`src/rtl/dmem_arbiter_pkg.sv`:
```
// Shared definitions for the data-memory arbiter.
//   arb_state_e : FSM state codes (2 bits; code 2'b11 is unused and recovers to S_IDLE)
//   ARB_P0/ARB_P1 : port indices, also used as values of the owner/winner bits
package dmem_arbiter_pkg;

    typedef enum logic [1:0] {
        S_IDLE = 2'd0,
        S_ADDR = 2'd1,
        S_DATA = 2'd2
    } arb_state_e;

    localparam logic ARB_P0 = 1'b0;
    localparam logic ARB_P1 = 1'b1;

endpackage

```
`src/rtl/dmem_arb_pick.sv`:
```
// Combinational winner select for the data-memory arbiter.
//   eligible_i    : [0] port 0 eligible, [1] port 1 eligible
//   last_owner_i  : port of the most recent completed access
//   p1_lock_i     : port 1 asks for back-to-back priority
//   lock_ok_i     : port 1 has not yet used up its locked grants
//   grant_valid_o : at least one port is eligible
//   winner_o      : port to grant (meaningful only when grant_valid_o=1)
module dmem_arb_pick
    import dmem_arbiter_pkg::*;
(
    input  logic [1:0] eligible_i,
    input  logic       last_owner_i,
    input  logic       p1_lock_i,
    input  logic       lock_ok_i,
    output logic       grant_valid_o,
    output logic       winner_o
);

    always_comb begin
        grant_valid_o = |eligible_i;
        winner_o      = ARB_P0;
        if (eligible_i == 2'b11) begin
            // Lock only extends a run that port 1 already holds; otherwise
            // plain round-robin against the last owner.
            if ((last_owner_i == ARB_P1) && p1_lock_i && lock_ok_i) begin
                winner_o = ARB_P1;
            end else begin
                winner_o = ~last_owner_i;
            end
        end else begin
            winner_o = eligible_i[1];
        end
    end

endmodule

```
`src/rtl/dmem_arbiter.sv`:
```
// Two-port arbiter in front of one single-port synchronous data RAM.
// Port 0 is the core load/store path, port 1 the loader / debug DMA.
//
// Handshake (both ports): the requester raises pX_req together with pX_we,
// pX_addr and pX_wdata and holds all of them until pX_ack. pX_ack is a
// single-cycle pulse; in that cycle pX_rdata carries the read result and it is
// held afterwards. A request still high in its own ack cycle is not a new
// request; it becomes eligible again one cycle later.
//
// Ports:
//   clk, arst                  clock, synchronous active-high reset
//   p0_* / p1_*                requester ports (req, we, addr, wdata, ack, rdata)
//   p1_lock                    port 1 back-to-back priority request
//   owner, busy                port of the access in flight, access in flight
//   mem_addr, mem_data_o       registered RAM address / write data
//   mem_WE                     registered RAM write enable (one-cycle pulse)
//   mem_data_i                 RAM read data, one cycle after the address
//   dbg_state_o                current FSM state code
module dmem_arbiter
    import dmem_arbiter_pkg::*;
#(
    parameter int ADDR_WIDTH = 8,
    parameter int DATA_WIDTH = 8,
    parameter int MAX_LOCK   = 4
) (
    input  logic                  clk,
    input  logic                  arst,
    input  logic                  p0_req,
    input  logic                  p0_we,
    input  logic [ADDR_WIDTH-1:0] p0_addr,
    input  logic [DATA_WIDTH-1:0] p0_wdata,
    output logic                  p0_ack,
    output logic [DATA_WIDTH-1:0] p0_rdata,
    input  logic                  p1_req,
    input  logic                  p1_we,
    input  logic [ADDR_WIDTH-1:0] p1_addr,
    input  logic [DATA_WIDTH-1:0] p1_wdata,
    output logic                  p1_ack,
    output logic [DATA_WIDTH-1:0] p1_rdata,
    input  logic                  p1_lock,
    output logic                  owner,
    output logic                  busy,
    output logic [ADDR_WIDTH-1:0] mem_addr,
    output logic [DATA_WIDTH-1:0] mem_data_o,
    output logic                  mem_WE,
    input  logic [DATA_WIDTH-1:0] mem_data_i,
    output logic [1:0]            dbg_state_o
);

    localparam int              LW        = $clog2(MAX_LOCK + 1);
    localparam logic [LW-1:0]   LOCK_MAX  = LW'(MAX_LOCK);
    localparam logic [LW-1:0]   LOCK_ONE  = LW'(1);

    arb_state_e            state_q;
    logic                  owner_q;
    logic                  last_owner_q;
    logic                  acc_we_q;
    logic [LW-1:0]         lock_cnt_q;
    logic [LW-1:0]         lock_cnt_d;
    logic [ADDR_WIDTH-1:0] mem_addr_q;
    logic [DATA_WIDTH-1:0] mem_wdata_q;
    logic                  mem_we_q;
    logic [1:0]            ack_q;
    logic [DATA_WIDTH-1:0] p0_rdata_q;
    logic [DATA_WIDTH-1:0] p1_rdata_q;

    logic [1:0]            eligible;
    logic                  grant_valid;
    logic                  winner;

    // A port sitting in its own ack cycle is masked out.
    assign eligible = {p1_req & ~ack_q[1], p0_req & ~ack_q[0]};

    dmem_arb_pick u_pick (
        .eligible_i    (eligible),
        .last_owner_i  (last_owner_q),
        .p1_lock_i     (p1_lock),
        .lock_ok_i     (lock_cnt_q < LOCK_MAX),
        .grant_valid_o (grant_valid),
        .winner_o      (winner)
    );

    // Locked-run length: counts port-1 completions while the lock is held,
    // any port-0 completion or a released lock starts over.
    always_comb begin
        lock_cnt_d = lock_cnt_q;
        if (!p1_lock) begin
            lock_cnt_d = '0;
        end else if (state_q == S_DATA) begin
            if (owner_q == ARB_P0) begin
                lock_cnt_d = '0;
            end else if (lock_cnt_q != LOCK_MAX) begin
                lock_cnt_d = lock_cnt_q + LOCK_ONE;
            end
        end
    end

    always_ff @(posedge clk) begin
        if (arst) begin
            state_q      <= S_IDLE;
            owner_q      <= ARB_P0;
            last_owner_q <= ARB_P1;
            acc_we_q     <= 1'b0;
            lock_cnt_q   <= '0;
            mem_addr_q   <= '0;
            mem_wdata_q  <= '0;
            mem_we_q     <= 1'b0;
            ack_q        <= '0;
            p0_rdata_q   <= '0;
            p1_rdata_q   <= '0;
        end else begin
            lock_cnt_q <= lock_cnt_d;
            ack_q      <= '0;
            case (state_q)
                S_IDLE: begin
                    if (grant_valid) begin
                        state_q     <= S_ADDR;
                        owner_q     <= winner;
                        acc_we_q    <= winner ? p1_we    : p0_we;
                        mem_we_q    <= winner ? p1_we    : p0_we;
                        mem_addr_q  <= winner ? p1_addr  : p0_addr;
                        mem_wdata_q <= winner ? p1_wdata : p0_wdata;
                    end
                end
                S_ADDR: begin
                    // RAM samples on this edge; the write strobe ends here.
                    mem_we_q <= 1'b0;
                    state_q  <= S_DATA;
                end
                S_DATA: begin
                    ack_q[owner_q] <= 1'b1;
                    if (!acc_we_q) begin
                        if (owner_q == ARB_P1) begin
                            p1_rdata_q <= mem_data_i;
                        end else begin
                            p0_rdata_q <= mem_data_i;
                        end
                    end
                    last_owner_q <= owner_q;
                    state_q      <= S_IDLE;
                end
                default: begin
                    mem_we_q <= 1'b0;
                    state_q  <= S_IDLE;
                end
            endcase
        end
    end

    assign p0_ack      = ack_q[0];
    assign p1_ack      = ack_q[1];
    assign p0_rdata    = p0_rdata_q;
    assign p1_rdata    = p1_rdata_q;
    assign owner       = owner_q;
    assign busy        = (state_q == S_ADDR) || (state_q == S_DATA);
    assign mem_addr    = mem_addr_q;
    assign mem_data_o  = mem_wdata_q;
    assign mem_WE      = mem_we_q;
    assign dbg_state_o = state_q;

endmodule
```
`config.mk`:
```
export PLATFORM = sky130hd
export DESIGN_NAME = dmem_arbiter
export DESIGN_NICKNAME = d
export VERILOG_FILES = /design/src/rtl/dmem_arbiter_pkg.sv /design/src/rtl/dmem_arb_pick.sv /design/src/rtl/dmem_arbiter.sv
export SDC_FILE = /design/constraint.sdc
export NUM_CORES = 1
export LEC_CHECK = 0
export ABC_CLOCK_PERIOD_IN_PS = 1600
export CAP_MARGIN = 10
export CORE_ASPECT_RATIO = 1.4
export CORE_MARGIN = 3
export CORE_UTILIZATION = 42
export CTS_BUF_LIST = sky130_fd_sc_hd__clkbuf_2
export DETAILED_ROUTE_END_ITERATION = 12
export PLACE_DENSITY = 0.81
export SYNTH_ARGS = -nofsm -noshare
export SYNTH_HDL_FRONTEND = slang
export SYNTH_HIERARCHICAL = 1
export SYNTH_SLANG_ARGS = --single-unit
```
`constraint.sdc`:
```
create_clock -name clk -period 1.6 [get_ports clk]
set_input_delay 0.16 -clock clk [delete_from_list [all_inputs] [get_ports clk]]
set_output_delay 0.16 -clock clk [all_outputs]
set_load 0.05 [all_outputs]
```
== Yosys cells after proc, flatten, opt, wreduce, memory -nomap -nowiden ==
Index checks and enable logic that the tools add are counted.

* Bits in registers: 43

* Add/sub/neg operators: 1
* Order comparisons: 3
* Eq/ne operators: 6
* Multiplexer cells: 13
* Bitwise gates (word level): 9
* Reductions and logical operators: 13

{| class="wikitable"
|+ Operators with widths
! operator !! number
|-
| 2-to-1 mux 8 bit || 2
|-
| NOT 1 bit || 7
|-
| 2-to-1 mux 3 bit || 2
|-
| AND reduction 2 bit || 3
|-
| AND reduction 3 bit || 2
|-
| OR reduction 2 bit || 3
|-
| 2-to-1 mux 1 bit || 5
|-
| == test 2 bit, second input constant || 2
|-
| one-hot mux 2 bit (2 select lines) || 1
|-
| adder 3 x 1 -> 3 bit, second input constant || 1
|-
| logical AND 1 bit || 3
|-
| < comparator 3 bit, second input constant || 1
|-
| != test 3 bit, second input constant || 1
|-
| bitwise AND 1 bit || 2
|-
| == test 2 x 1 -> 1 bit, second input constant || 1
|-
| zero test 2 bit || 1
|-
| < comparator 1 x 2 -> 1 bit, second input constant || 1
|-
| 2-to-1 mux 2 bit || 1
|-
| != test 2 x 1 -> 1 bit, second input constant || 1
|-
| != test 2 bit, second input constant || 1
|-
| one-hot mux 1 bit (2 select lines) || 1
|-
| demux 1 bit (select 1 bit) || 1
|-
| >= comparator 1 bit, second input constant || 1
|-
| logical OR 1 bit || 1
|}

== Longest topological paths before layout ==
* Depth after elaboration: 7
* Depth in mapped cells: 7
* Mapped depth without buffers: 6

== By module ==
The synthesis kept the hierarchy.

{| class="wikitable"
|+ Modules (own cells, without submodules)
! module !! times used !! cells each !! area each (µm²) !! seq. area each (µm²)
|-
| dmem_arbiter || 1 || 187 || 1845.5 || 860.8
|-
| dmem_arb_pick || 1 || 4 || 20.0 || 0.0
|}

== Least setup slack after synthesis ==
OpenSTA, ideal clock, no wires.

* Path type: register to register
* From: reg state_q[0] (netlist: dbg_state_o[0])
* To: reg acc_we_q
* Arrival time: 1.652 ns
* Data required time: 1.514 ns
* Slack: -0.137 ns
* Stages on the path, launching flop included: 7
* Cell sequence: dfxtp_1 -> inv_1 -> ha_1 -> and2_1 -> buf_4 -> buf_2 -> a211oi_1

* Word-level cells in the longest chain between the ends: 2

{| class="wikitable"
|+ Ends and longest elaborated chain
! element !! RTL line !! source
|-
| from (decl) || dmem_arbiter.sv:54 || <nowiki>arb_state_e state_q;</nowiki>
|-
| from (signal assigned) || dmem_arbiter.sv:100 || <nowiki>state_q <= S_IDLE;</nowiki>
|-
| from (signal assigned) || dmem_arbiter.sv:117 || <nowiki>state_q <= S_ADDR;</nowiki>
|-
| from (signal assigned) || dmem_arbiter.sv:128 || <nowiki>state_q <= S_DATA;</nowiki>
|-
| zero test 2 bit || dmem_arbiter.sv:114 || <nowiki>case (state_q)</nowiki>
|-
| AND reduction 2 bit (no source line) || n/a ||
|-
| to (signal assigned) || dmem_arbiter.sv:119 || <nowiki>acc_we_q <= winner ? p1_we : p0_we;</nowiki>
|-
| to (decl) || dmem_arbiter.sv:57 || <nowiki>logic acc_we_q;</nowiki>
|}

No other way between the ends.
A chain may end at the register's enable or synchronous reset.

== Worst setup path in the final report ==
* From: reg state_q[0] (netlist: dbg_state_o[0])
* To: out busy

* Word-level cells in the longest chain between the ends: 2
* Elaborated cells between the ends (all ways): 3
* Classes of those cells: eq/ne (2); reduce/logical (1)

{| class="wikitable"
|+ Ends and longest elaborated chain
! element !! RTL line !! source
|-
| == test 2 x 1 -> 1 bit / == test 2 bit (equally long branches) || dmem_arbiter.sv:155 || <nowiki>assign busy = (state_q == S_ADDR) || (state_q == S_DATA);</nowiki>
|-
| logical OR 1 bit * || dmem_arbiter.sv:155 ||
|-
| to (decl) || dmem_arbiter.sv:42 || <nowiki>output logic busy,</nowiki>
|}

Mark *: on every way between the ends. The rest lies on a longest branch, timed or not.

==> reports/metrics.csv <==
stage,metric,value,unit
route,antenna_left,0,
cells_and_area,multi_input_area,912.1,µm²
min_path,min_to,ack_q[0]$_SDFF_PP0_,
route,drcViolationCount,0,
synthesis,avgSynthCellArea,9.767,µm²
synthesis,synth.net_count,244,
floorplan,num_io_pins,86,
route,first_iter_violations,46,
placement,placed_area,0.002744,mm²
placement,post-dp-hpwl,3290,µm
synthesis,syn_inst,191,
synthesis,yosys_warnings,6,
critical_path,rr_endpoint,mem_WE$_SDFFE_PP0P_,
clock_network,cts_tree,yes,
power,power_density,965.2,mW/mm²
min_path,min_from,arst,
critical_path,worst_path_largest_cell_delay,0.40,ns
cells_and_area,final_nets,333,
critical_path,worstPathArrival,1.36,ns
critical_path,ff2ff_setup_slack,0.11,ns
clock_network,cts_max_level,2,
clock_network,ctsLongestPathBuffers,2,
placement,routabilityCongestion,0.7540,
timing,skew,0.009000,ns
route,via_count,1643,
power,p_int,1690,µW
clock_network,cts_setup_buffers,0,
power,pwr-share-comb,0.375,
cells_and_area,regArea,865.8,µm²
synthesis,ys_ff_latch,43,
global_routing,antenna_found_initial,0,
clock_network,clk_pin_slew,0.21,ns
global_routing,grt_pass1_vias,1609,
placement,io_buffers,85,
cells_and_area,antenna_cells,0,
clock_network,cts_made_buffers,5,
critical_path,crit_buf_inv,2,
power,p_clk_frac,0.171,
floorplan,die_h,84.86,µm
timing,max_slew_margin,0.8357,
timing,final_hold_viol_count,0,
timing,fin_crit_sh,0.9492,
global_routing,grt_pass1_wl,6962,µm
route,totalWireLength,4232,µm
route,avgViaCountPerCell,4.818,
power,switching_share,0.3750,
cells_and_area,final_area,0.002801,mm²
critical_path,path_max_fanout,4,
critical_path,crit_family,flip-flops,
power,p_sw,1014,µW
synthesis,yosysTopAreaCellShare,0.4614,
floorplan,die_w,62.33,µm
critical_path,rr_worst_depth,6,
power,p_leak,0.001233,µW
timing,finalCriticalPeriod,1.519,ns
critical_path,crit_required,1.44,ns
status,status,"complete, no violations",
floorplan,die_area,0.005289,mm²
route,first_pass_iters,4,
critical_path,cp_slowest_cell,dfxtp_2,
critical_path,endpoint_kind,output pin,
critical_path,rr_startpoint,ack_q[1]$_SDFF_PP0_,
floorplan,rows,28,
critical_path,crit_cells,3,
timing,setup_violations,0,
timing,rsz0062_at_grt,true,
cells_and_area,drive_above_1_share,0.2313,
min_path,worstHoldPathCells,2,
route,wire_per_inst,12.41,µm
power,peakVddDrop,0.5861,mV
synthesis,synth_top_cell_by_area,dfxtp_1,
global_routing,grt_max_degree,25,
clock_network,root_buffer,clkbuf_2,
clock_network,cts.sinks,43,
global_routing,grt_overflow_total,0,
job,maxCapViolCount,0,
floorplan,initial_core_util,0.4401,
critical_path,startpoint_type,flop,
power,sequentialPowerShare,0.454,
clock_network,worstSkewPairLatency,0.40,ns
critical_path,crit_path_cell_trace,inv_1 -> ha_1 -> buf_12,
synthesis,seq_area_frac_synth,0.4614,
timing,tightest_slew,0.2464,ns
synthesis,synth.area.top_cells,"dfxtp_1 (46%), mux2i_1 (19%), nor2_1 (7.4%)",
cells_and_area,fillers,376,
synthesis,synth.distinct_cells,23,
synthesis,synth_area,0.001866,mm²
global_routing,track_usage,0.1615,
cells_and_area,area_delta_synth_final,50.17,%
timing,drv_slew,0,
timing,fin_tns_setup,0,ns
min_path,hold_path_class,input port to flop,
timing,fmax,0.6584,GHz
critical_path,path_class,flop to output pin,
floorplan,core_area,0.004239,mm²
-- worst reg2reg max path, cell delays in order (launching register included) --
cell	delay (ns)
dfxtp_2	0.37
nor2b_1	0.19
inv_1	0.10
a31oi_4	0.19
mux2i_1	0.12
or3b_1	0.37
a21oi_2	0.12
-- sequential cells by signal, indices dropped and copies added, names as in the netlist --
register      flops
lock_cnt_q        3
mem_addr          8
owner             1
ack_q             2
p0_rdata          8
p1_rdata          8
mem_data_o        8
acc_we_q          1
last_owner_q      1
dbg_state_o       2
mem_WE            1
-- power by group through the flow --
stage | logic (µW) | registers (µW) | clock network (µW)
finish | 1010 | 1230 | 463
global route | 1080 | 1240 | 524
CTS | 1020 | 1230 | 484
detailed placement | 1020 | 1250 | 0
global placement | 1010 | 1250 | 0
floorplan | 341 | 1550 | 0
-- through the flow --
step | total power [µW] | setup slack (ns) | util | instances | hold WS (ns)
2_1_floorplan | 1890 | 0.06763 | - | 191 | 0.3039
3_3_place_gp | 2254 | -0.1799 | 0.6473 | 333 | 0.4716
3_5_place_dp | 2267 | -0.2407 | 0.6473 | 333 | 0.4734
4_1_cts | 2732 | 0.03892 | 0.6579 | 341 | 0.3183
5_1_grt | 2850 | -0.03748 | 0.6609 | 341 | 0.3383
6_report | 2704 | 0.08121 | 0.6609 | 341 | 0.3398
-- synthesized netlist by cell type --
cell type   n
buf_4       4
clkbuf_1    5
nand2b_1    4
nor3b_1     2
nand3b_1    2
ha_1        6
a211oi_1   18
a31oi_1     3
or3b_1      1
a21oi_1     2
and2_1      1
o21ai_0     2
nand4_1     4
nor2b_1     3
a21oi_2     1
nand2_1     4
nor2_1     37
dfxtp_1    43
or2_1       1
mux2i_1    36
buf_6       2
buf_2       3
inv_1       7
-- how the worst max path moves through the flow --
stage	start	to	slack (ns)
floorplan	dbg_state_o[0]$_SDFFE_PP0P_	acc_we_q$_SDFFE_PP0P_	0.07
global placement	p1_req	mem_data_o[4]$_SDFFE_PP0P_	-0.18
detailed placement	p1_req	mem_addr[1]$_SDFFE_PP0P_	-0.24
CTS	dbg_state_o[0]$_SDFFE_PP0P_	busy	0.04
global route	dbg_state_o[0]$_SDFFE_PP0P_	p0_rdata[5]$_SDFFE_PP0P_	-0.04
finish	dbg_state_o[0]$_SDFFE_PP0P_	busy	0.08
-- metal layers --
layer / up-vias / track usage / share of wire
met3: 8 / 0.06490 / 0.091
met1: 736 / 0.1707 / 0.40
met5: - / 0 / 0
met4: 0 / 0.06024 / 0.016
met2: 66 / 0.2882 / 0.49
li1: 833 / - / -
-- placed cells by master, fill, tap and decap left out --
| cell | netlist | routed |
|---|---|---|
| a21oi_2 | 1 | 1 |
| buf_6 | 2 | 1 |
| or3b_1 | 1 | 1 |
| nand2_1 | 4 | 4 |
| o21ai_0 | 2 | 2 |
| clkdlybuf4s50_1 | 0 | 46 |
| and2_1 | 1 | 1 |
| nor2_1 | 37 | 37 |
| or2_1 | 1 | 1 |
| a211oi_1 | 18 | 18 |
| clkinv_2 | 0 | 1 |
| nand4_1 | 4 | 4 |
| nand3b_1 | 2 | 2 |
| inv_1 | 7 | 7 |
| nor3b_2 | 0 | 1 |
| buf_4 | 4 | 46 |
| a31oi_1 | 3 | 2 |
| nor3b_1 | 2 | 1 |
| clkbuf_2 | 0 | 5 |
| dfxtp_1 | 43 | 39 |
| nand2b_1 | 4 | 4 |
| ha_1 | 6 | 6 |
| a31oi_4 | 0 | 1 |
| nor2b_1 | 3 | 3 |
| clkinvlp_4 | 0 | 2 |
| dfxtp_2 | 0 | 4 |
| a21oi_1 | 2 | 2 |
| mux2i_1 | 36 | 36 |
| buf_12 | 0 | 3 |
-- kinds of logic after synthesis --
group / after synthesis / share of synthesized area
buffers and inverters: 21 / 0.06036
AND/OR/NAND/NOR: 59 / 0.1469
flip-flops: 43 / 0.4614
AO/OA/AOI/OAI: 26 / 0.09792
multiplexers: 36 / 0.1932
adder cells (fa/ha/maj): 6 / 0.04024
-- timing repair --
action / in CTS / in global routing
setup endpoints to repair: 0 / 15
hold endpoints to repair: 0 / 0
resized for setup: 0 / 2
hold buffers: 0 / 0
-- area by class of cell --
cell class                 count  area share
clock buffer                   5    0.008933
sequential                    43      0.3091
multi-input combinational    127      0.3256
tap                           60     0.02680
timing repair buffer          96      0.3131
inverter                       7    0.009379
clock inverter                 3    0.007146
(Power assumes the default switching activity.)
